`config.mk`:
```
export PLATFORM = sky130hd
export DESIGN_NAME = rx_frame_buf
export DESIGN_NICKNAME = d
export VERILOG_FILES = /design/src/rtl/rx_frame_buf.sv
export SDC_FILE = /design/constraint.sdc
export NUM_CORES = 1
export LEC_CHECK = 0
export CAP_MARGIN = 20
export CORE_ASPECT_RATIO = 1.2
export CORE_UTILIZATION = 45
export DETAILED_ROUTE_END_ITERATION = 12
export PLACE_DENSITY = 0.73
export SYNTH_ARGS = -nofsm -noshare
export SYNTH_HDL_FRONTEND = slang
export SYNTH_SLANG_ARGS = --single-unit
```
`constraint.sdc`:
```
create_clock -name RX_CLK -period 5.6 [get_ports RX_CLK]
set_clock_uncertainty 0.2 [all_clocks]
set_input_delay 0.84 -clock RX_CLK [delete_from_list [all_inputs] [get_ports RX_CLK]]
set_output_delay 0.84 -clock RX_CLK [all_outputs]
set_load 0.05 [all_outputs]
```
`src/rtl/rx_frame_buf.sv`:
```
// Ping-pong receive frame buffer writer. Streams incoming bytes into one of
// two memory banks, commits complete frames, and drops bad or unplaceable ones.

module rx_frame_buf_chk (
  input logic       clk,
  input logic       rst_n,
  input logic       frame_irq,
  input logic [1:0] bank_full,
  input logic [15:0] drop_cnt
);

  a_irq_single: assert property (@(posedge clk) disable iff (!rst_n)
    frame_irq |=> !frame_irq);

  a_full0_on_commit: assert property (@(posedge clk) disable iff (!rst_n)
    $rose(bank_full[0]) |-> frame_irq);

  a_full1_on_commit: assert property (@(posedge clk) disable iff (!rst_n)
    $rose(bank_full[1]) |-> frame_irq);

  a_drop_monotonic: assert property (@(posedge clk) disable iff (!rst_n)
    drop_cnt >= $past(drop_cnt));

endmodule

module rx_frame_buf #(
  parameter int BANK_AW = 10
) (
  input  logic               RX_CLK,
  input  logic               rst_n,
  input  logic               in_data_v,
  input  logic [7:0]         in_data,
  input  logic               in_err,
  input  logic [1:0]         rel,
  output logic               mem_we,
  output logic [BANK_AW:0]   mem_addr,
  output logic [7:0]         mem_wdata,
  output logic               frame_irq,
  output logic [1:0]         bank_full,
  output logic [BANK_AW:0]   len0,
  output logic [BANK_AW:0]   len1,
  output logic [15:0]        drop_cnt
);

  typedef enum logic [1:0] {
    S_IDLE  = 2'd0,
    S_WRITE = 2'd1,
    S_DROP  = 2'd2
  } state_e;

  localparam logic [BANK_AW:0] MAX_LEN = {1'b1, {BANK_AW{1'b0}}};
  localparam logic [BANK_AW:0] PTR_ONE = {{BANK_AW{1'b0}}, 1'b1};
  localparam logic [BANK_AW:0] PTR_ZERO = {(BANK_AW+1){1'b0}};

  state_e           state_q, state_d;
  logic             wr_bank_q, wr_bank_d;
  logic [BANK_AW:0] ptr_q, ptr_d;
  logic             prev_v_q, prev_v_d;
  logic             mem_we_q, mem_we_d;
  logic [BANK_AW:0] mem_addr_q, mem_addr_d;
  logic [7:0]       mem_wdata_q, mem_wdata_d;
  logic             frame_irq_q, frame_irq_d;
  logic [1:0]       bank_full_q, bank_full_d;
  logic [BANK_AW:0] len0_q, len0_d;
  logic [BANK_AW:0] len1_q, len1_d;
  logic [15:0]      drop_cnt_q, drop_cnt_d;
  logic             commit_s;
  logic             drop_inc_s;
  logic [1:0]       full_rel_s;

  // Frame FSM: byte placement, commit and drop decisions.
  always_comb begin
    state_d     = state_q;
    wr_bank_d   = wr_bank_q;
    ptr_d       = ptr_q;
    mem_we_d    = 1'b0;
    mem_addr_d  = mem_addr_q;
    mem_wdata_d = mem_wdata_q;
    frame_irq_d = 1'b0;
    commit_s    = 1'b0;
    drop_inc_s  = 1'b0;
    // A frame may only start on a rising in_data_v; reset leaves prev_v set.
    prev_v_d    = in_data_v;

    case (state_q)
      S_IDLE: begin
        if (in_data_v && !prev_v_q) begin
          if (bank_full_q[wr_bank_q]) begin
            state_d    = S_DROP;
            drop_inc_s = 1'b1;
          end else begin
            state_d     = S_WRITE;
            mem_we_d    = 1'b1;
            mem_addr_d  = {wr_bank_q, {BANK_AW{1'b0}}};
            mem_wdata_d = in_data;
            ptr_d       = PTR_ONE;
          end
        end else begin
          state_d = S_IDLE;
        end
      end
      S_WRITE: begin
        if (!in_data_v) begin
          commit_s    = 1'b1;
          frame_irq_d = 1'b1;
          wr_bank_d   = ~wr_bank_q;
          ptr_d       = PTR_ZERO;
          state_d     = S_IDLE;
        end else if (in_err || (ptr_q == MAX_LEN)) begin
          drop_inc_s = 1'b1;
          ptr_d      = PTR_ZERO;
          state_d    = S_DROP;
        end else begin
          mem_we_d    = 1'b1;
          mem_addr_d  = {wr_bank_q, ptr_q[BANK_AW-1:0]};
          mem_wdata_d = in_data;
          ptr_d       = ptr_q + PTR_ONE;
        end
      end
      S_DROP: begin
        if (!in_data_v) begin
          state_d = S_IDLE;
        end else begin
          state_d = S_DROP;
        end
      end
      default: begin
        state_d = S_IDLE;
        ptr_d   = PTR_ZERO;
      end
    endcase
  end

  // Bank bookkeeping: releases and commits land on the same edge.
  always_comb begin
    full_rel_s  = bank_full_q & ~rel;
    bank_full_d = full_rel_s;
    len0_d      = len0_q;
    len1_d      = len1_q;
    if (commit_s) begin
      bank_full_d[wr_bank_q] = 1'b1;
      if (wr_bank_q) begin
        len1_d = ptr_q;
      end else begin
        len0_d = ptr_q;
      end
    end else begin
      bank_full_d = full_rel_s;
    end
    if (drop_inc_s && (drop_cnt_q != 16'hFFFF)) begin
      drop_cnt_d = drop_cnt_q + 16'd1;
    end else begin
      drop_cnt_d = drop_cnt_q;
    end
  end

  // State and output registers.
  always_ff @(posedge RX_CLK or negedge rst_n) begin
    if (!rst_n) begin
      state_q     <= S_IDLE;
      wr_bank_q   <= 1'b0;
      ptr_q       <= PTR_ZERO;
      prev_v_q    <= 1'b1;
      mem_we_q    <= 1'b0;
      mem_addr_q  <= PTR_ZERO;
      mem_wdata_q <= 8'h00;
      frame_irq_q <= 1'b0;
      bank_full_q <= 2'b00;
      len0_q      <= PTR_ZERO;
      len1_q      <= PTR_ZERO;
      drop_cnt_q  <= 16'h0000;
    end else begin
      state_q     <= state_d;
      wr_bank_q   <= wr_bank_d;
      ptr_q       <= ptr_d;
      prev_v_q    <= prev_v_d;
      mem_we_q    <= mem_we_d;
      mem_addr_q  <= mem_addr_d;
      mem_wdata_q <= mem_wdata_d;
      frame_irq_q <= frame_irq_d;
      bank_full_q <= bank_full_d;
      len0_q      <= len0_d;
      len1_q      <= len1_d;
      drop_cnt_q  <= drop_cnt_d;
    end
  end

  assign mem_we    = mem_we_q;
  assign mem_addr  = mem_addr_q;
  assign mem_wdata = mem_wdata_q;
  assign frame_irq = frame_irq_q;
  assign bank_full = bank_full_q;
  assign len0      = len0_q;
  assign len1      = len1_q;
  assign drop_cnt  = drop_cnt_q;

  rx_frame_buf_chk u_chk (
    .clk       (RX_CLK),
    .rst_n     (rst_n),
    .frame_irq (frame_irq_q),
    .bank_full (bank_full_q),
    .drop_cnt  (drop_cnt_q)
  );

endmodule

```
==> out/results.ini <==
[drt]
finalWirelength_um = 7460
antenna_left = 0
routedWlPerCell_um = 16.6
drcViolationCount = 0
drt_pass1_iterations = 4
vias_per_cell = 5.52
dr_total_vias = 2478
drt_iter0_drc = 48

[sta]
max_slew_margin = 0.343
setup_viol = 0
max_freq_mhz = 336
fin_crit_sh = 0.532
final_max_slew_viol_count = 0
finalCriticalPeriod_ps = 2980
setup_slack_ps = 2620
tightest_slew_ps = 984
rsz0062_at_grt = no
hold_viol = 0
setup_tns_ps = 0

[place]
portBuffers = 74
postPlaceCellArea_um2 = 4200
gp_congestion = 0.805
place_hpwl_um = 5060
dp_slack_ps = 2240

[synth]
syn_avg_cell_area_um2 = 12.2
synth-async-reset-ratio = 1.00
synth-edff-count = 0
synth_cell_type_count = 41
yosysTopAreaCellShare = 0.545
syn-cell-area_um2 = 3440
yosysWarnings = 0
syn_nets = 304
synth_seq_area_share = 0.553
synthCells = 283
synthTopCellsByArea = dfrtp_1 (55%), mux2_2 (9.8%), xor2_1 (3.8%)
ys_ff_latch = 76
synth_top_area_cell = dfrtp_1
ys.flop_type = dfrtp_1

[cells_and_area]
num_antenna_cells = 0
fin_area_um2 = 4440
layout-drive-gt1-share = 0.156
layout.nets = 376
area_growth_pct = 29.0
postLayoutCoreUtil = 0.607

[clocking]
cts_resized = 0
cts_buffer_depth = 2
clk_pin_slew_ps = 80
postCtsSetupRepairBufs = 0
ctsRootBufferMaster = clkbuf_8
clkLatencyLatePin_ps = 340
cts_tree = yes
h-tree-depth = 3
hold_buffers = 0
cts-buffers-inserted = 9
clkSinkCount = 76

[worst_setup_path]
critPathBufInv = 1
slowest_stage = nor2b_1
r2r_start = ptr_q[0]
slowest_delay_ps = 830
crit_fanout = 12
critical_path.startpoint_type = input pin
crit_chain = clkdlybuf4s50_1 -> nor2b_1 -> nor2b_1 -> mux2_2
worst_setup_path_end_kind = register
cpMostUsedCell = nor2b_1
path_delay_family = simple AND/OR/NAND/NOR gates
worstPathRequired_ps = 5630
crit_type = input pin to register
cp.arrival_ps = 3010
startpoint = in_data_v

[hold_path]
hp-start = len1[1]
hold_path.class = register to register

[floorplan]
fp.dieArea_um2 = 8000
rows = 34
start_util = 0.470
dieHeight_um = 97.8
coreArea_um2 = 7320
ios = 75
die_w_um = 81.8

[power_and_ir_drop]
switching_share = 0.358
p_sw_uw = 632
peakVddDrop_mv = 0.250
power_uw = 1760
p_clk_frac = 0.285
p_comb_frac = 0.328
p_leak_uw = 0.00199
power.density_nw_per_um2 = 397
p_int_uw = 1130
power_frac_seq = 0.387

[global_routing]
grtUsageTotal = 0.204
grt_max_degree = 77
grt_pass1_wl_um = 12300
globalRouteOverflowTotal = 0
grt_pass1_vias = 2441
antenna_found_initial = 0

[run]
drv_cap = 0

[status]
outcome = finished clean

-- worst register-to-register path, cell delays in order, from the launching register on --
cell,delay [ps]
dfrtp_1,480
inv_1,140
ha_1,220
nor4b_4,130
a31o_2,300
nand2_1,80
nand3b_1,570
mux2_2,520
-- logic make-up (layout without fill, tap and decap cells) --
group | after synthesis | count (layout) | share of synthesized area
AND/OR/NAND/NOR | 85 | 85 | 0.152
flip-flops | 76 | 76 | 0.553
AO/OA/AOI/OAI | 48 | 48 | 0.0952
multiplexers | 31 | 31 | 0.101
buffers and inverters | 21 | 97 | 0.0349
XOR/XNOR | 15 | 15 | 0.0382
adder cells (fa/ha/maj) | 7 | 7 | 0.0254
-- final timing paths --
| path | end | cells after the start | slack, ps |
|---|---|---|---|
| min | len1[1] | 2 | 290 |
| min reg2reg | len1[1] | 2 | 290 |
| min in group asynchronous | drop_cnt[3] | 1 | 430 |
| max in group asynchronous | mem_addr[3] | 1 | 4160 |
| max | len0[10] | 4 | 2620 |
| max reg2reg | mem_addr[10] | 7 | 2840 |
-- synth_stat cells, types with 3 or more instances --
master	n
a21oi_1	3
a22o_1	10
a31oi_1	3
buf_2	3
buf_6	5
clkbuf_1	5
dfrtp_1	75
ha_1	7
inv_1	8
mux2_2	30
nand2_1	20
nand3_1	14
nand4_1	9
nor2_1	9
nor2b_1	5
nor3_1	8
nor3b_1	3
o21ai_0	21
o31ai_1	4
xor2_1	15
-- power by group through the flow --
stage               registers [uW]  logic [uW]  clock network (uW)
finish                         683         578                 503
detailed placement             696         581                   0
floorplan                      902         181                   0
CTS                            685         582                 514
global route                   695         615                 539
global placement               691         573                   0
-- cell usage in the layout (no fill, tap or decap), types with 3 or more instances in the layout --
master           netlist  routed
inv_1                  8       8
xor2_1                15      15
a22o_1                10      10
a31oi_1                3       3
o21ai_0               21      21
nand4_1                9       9
ha_1                   7       7
nand3_1               14      14
nor2b_1                5       5
nor3b_1                3       3
bufinv_16              0       3
mux2_2                30      30
clkbuf_8               0      10
clkdlybuf4s50_1        0      73
nand2_1               20      20
a21oi_1                3       3
nor3_1                 8       8
o31ai_1                4       4
dfrtp_1               75      75
nor2_1                 9       9
-- metrics by stage --
| stage | hold WS [ps] | instances |
|---|---|---|
| 2_1_floorplan | 279 | 283 |
| 3_3_place_gp | 274 | 434 |
| 3_5_place_dp | 283 | 434 |
| 4_1_cts | 300 | 449 |
| 5_1_grt | 320 | 449 |
| 6_report | 295 | 449 |
-- state kept, by name, summed over array words and instances (netlist names), 2 cells and up --
name	flops
drop_cnt	16
mem_wdata	8
bank_full	2
ptr_q	11
mem_addr	11
len0	11
state_q	2
len1	11
-- layout make-up --
cell class	instances	area, um2
Fill cell	619	2880
Sequential cell	76	1900
Multi-Input combinational cell	186	1420
Timing Repair Buffer	74	738
Clock buffer	10	138
Tap cell	90	113
Clock inverter	5	100
Inverter	8	30.0
-- layer usage --
metal  up-vias  share of wire  track usage
li1       1156              -            -
met1      1244           0.43        0.264
met2        70           0.52        0.330
met3         8          0.046       0.0523
met4         0         0.0094       0.0661
met5         -              0            0
Note: power is estimated with default switching activity, not from simulation.
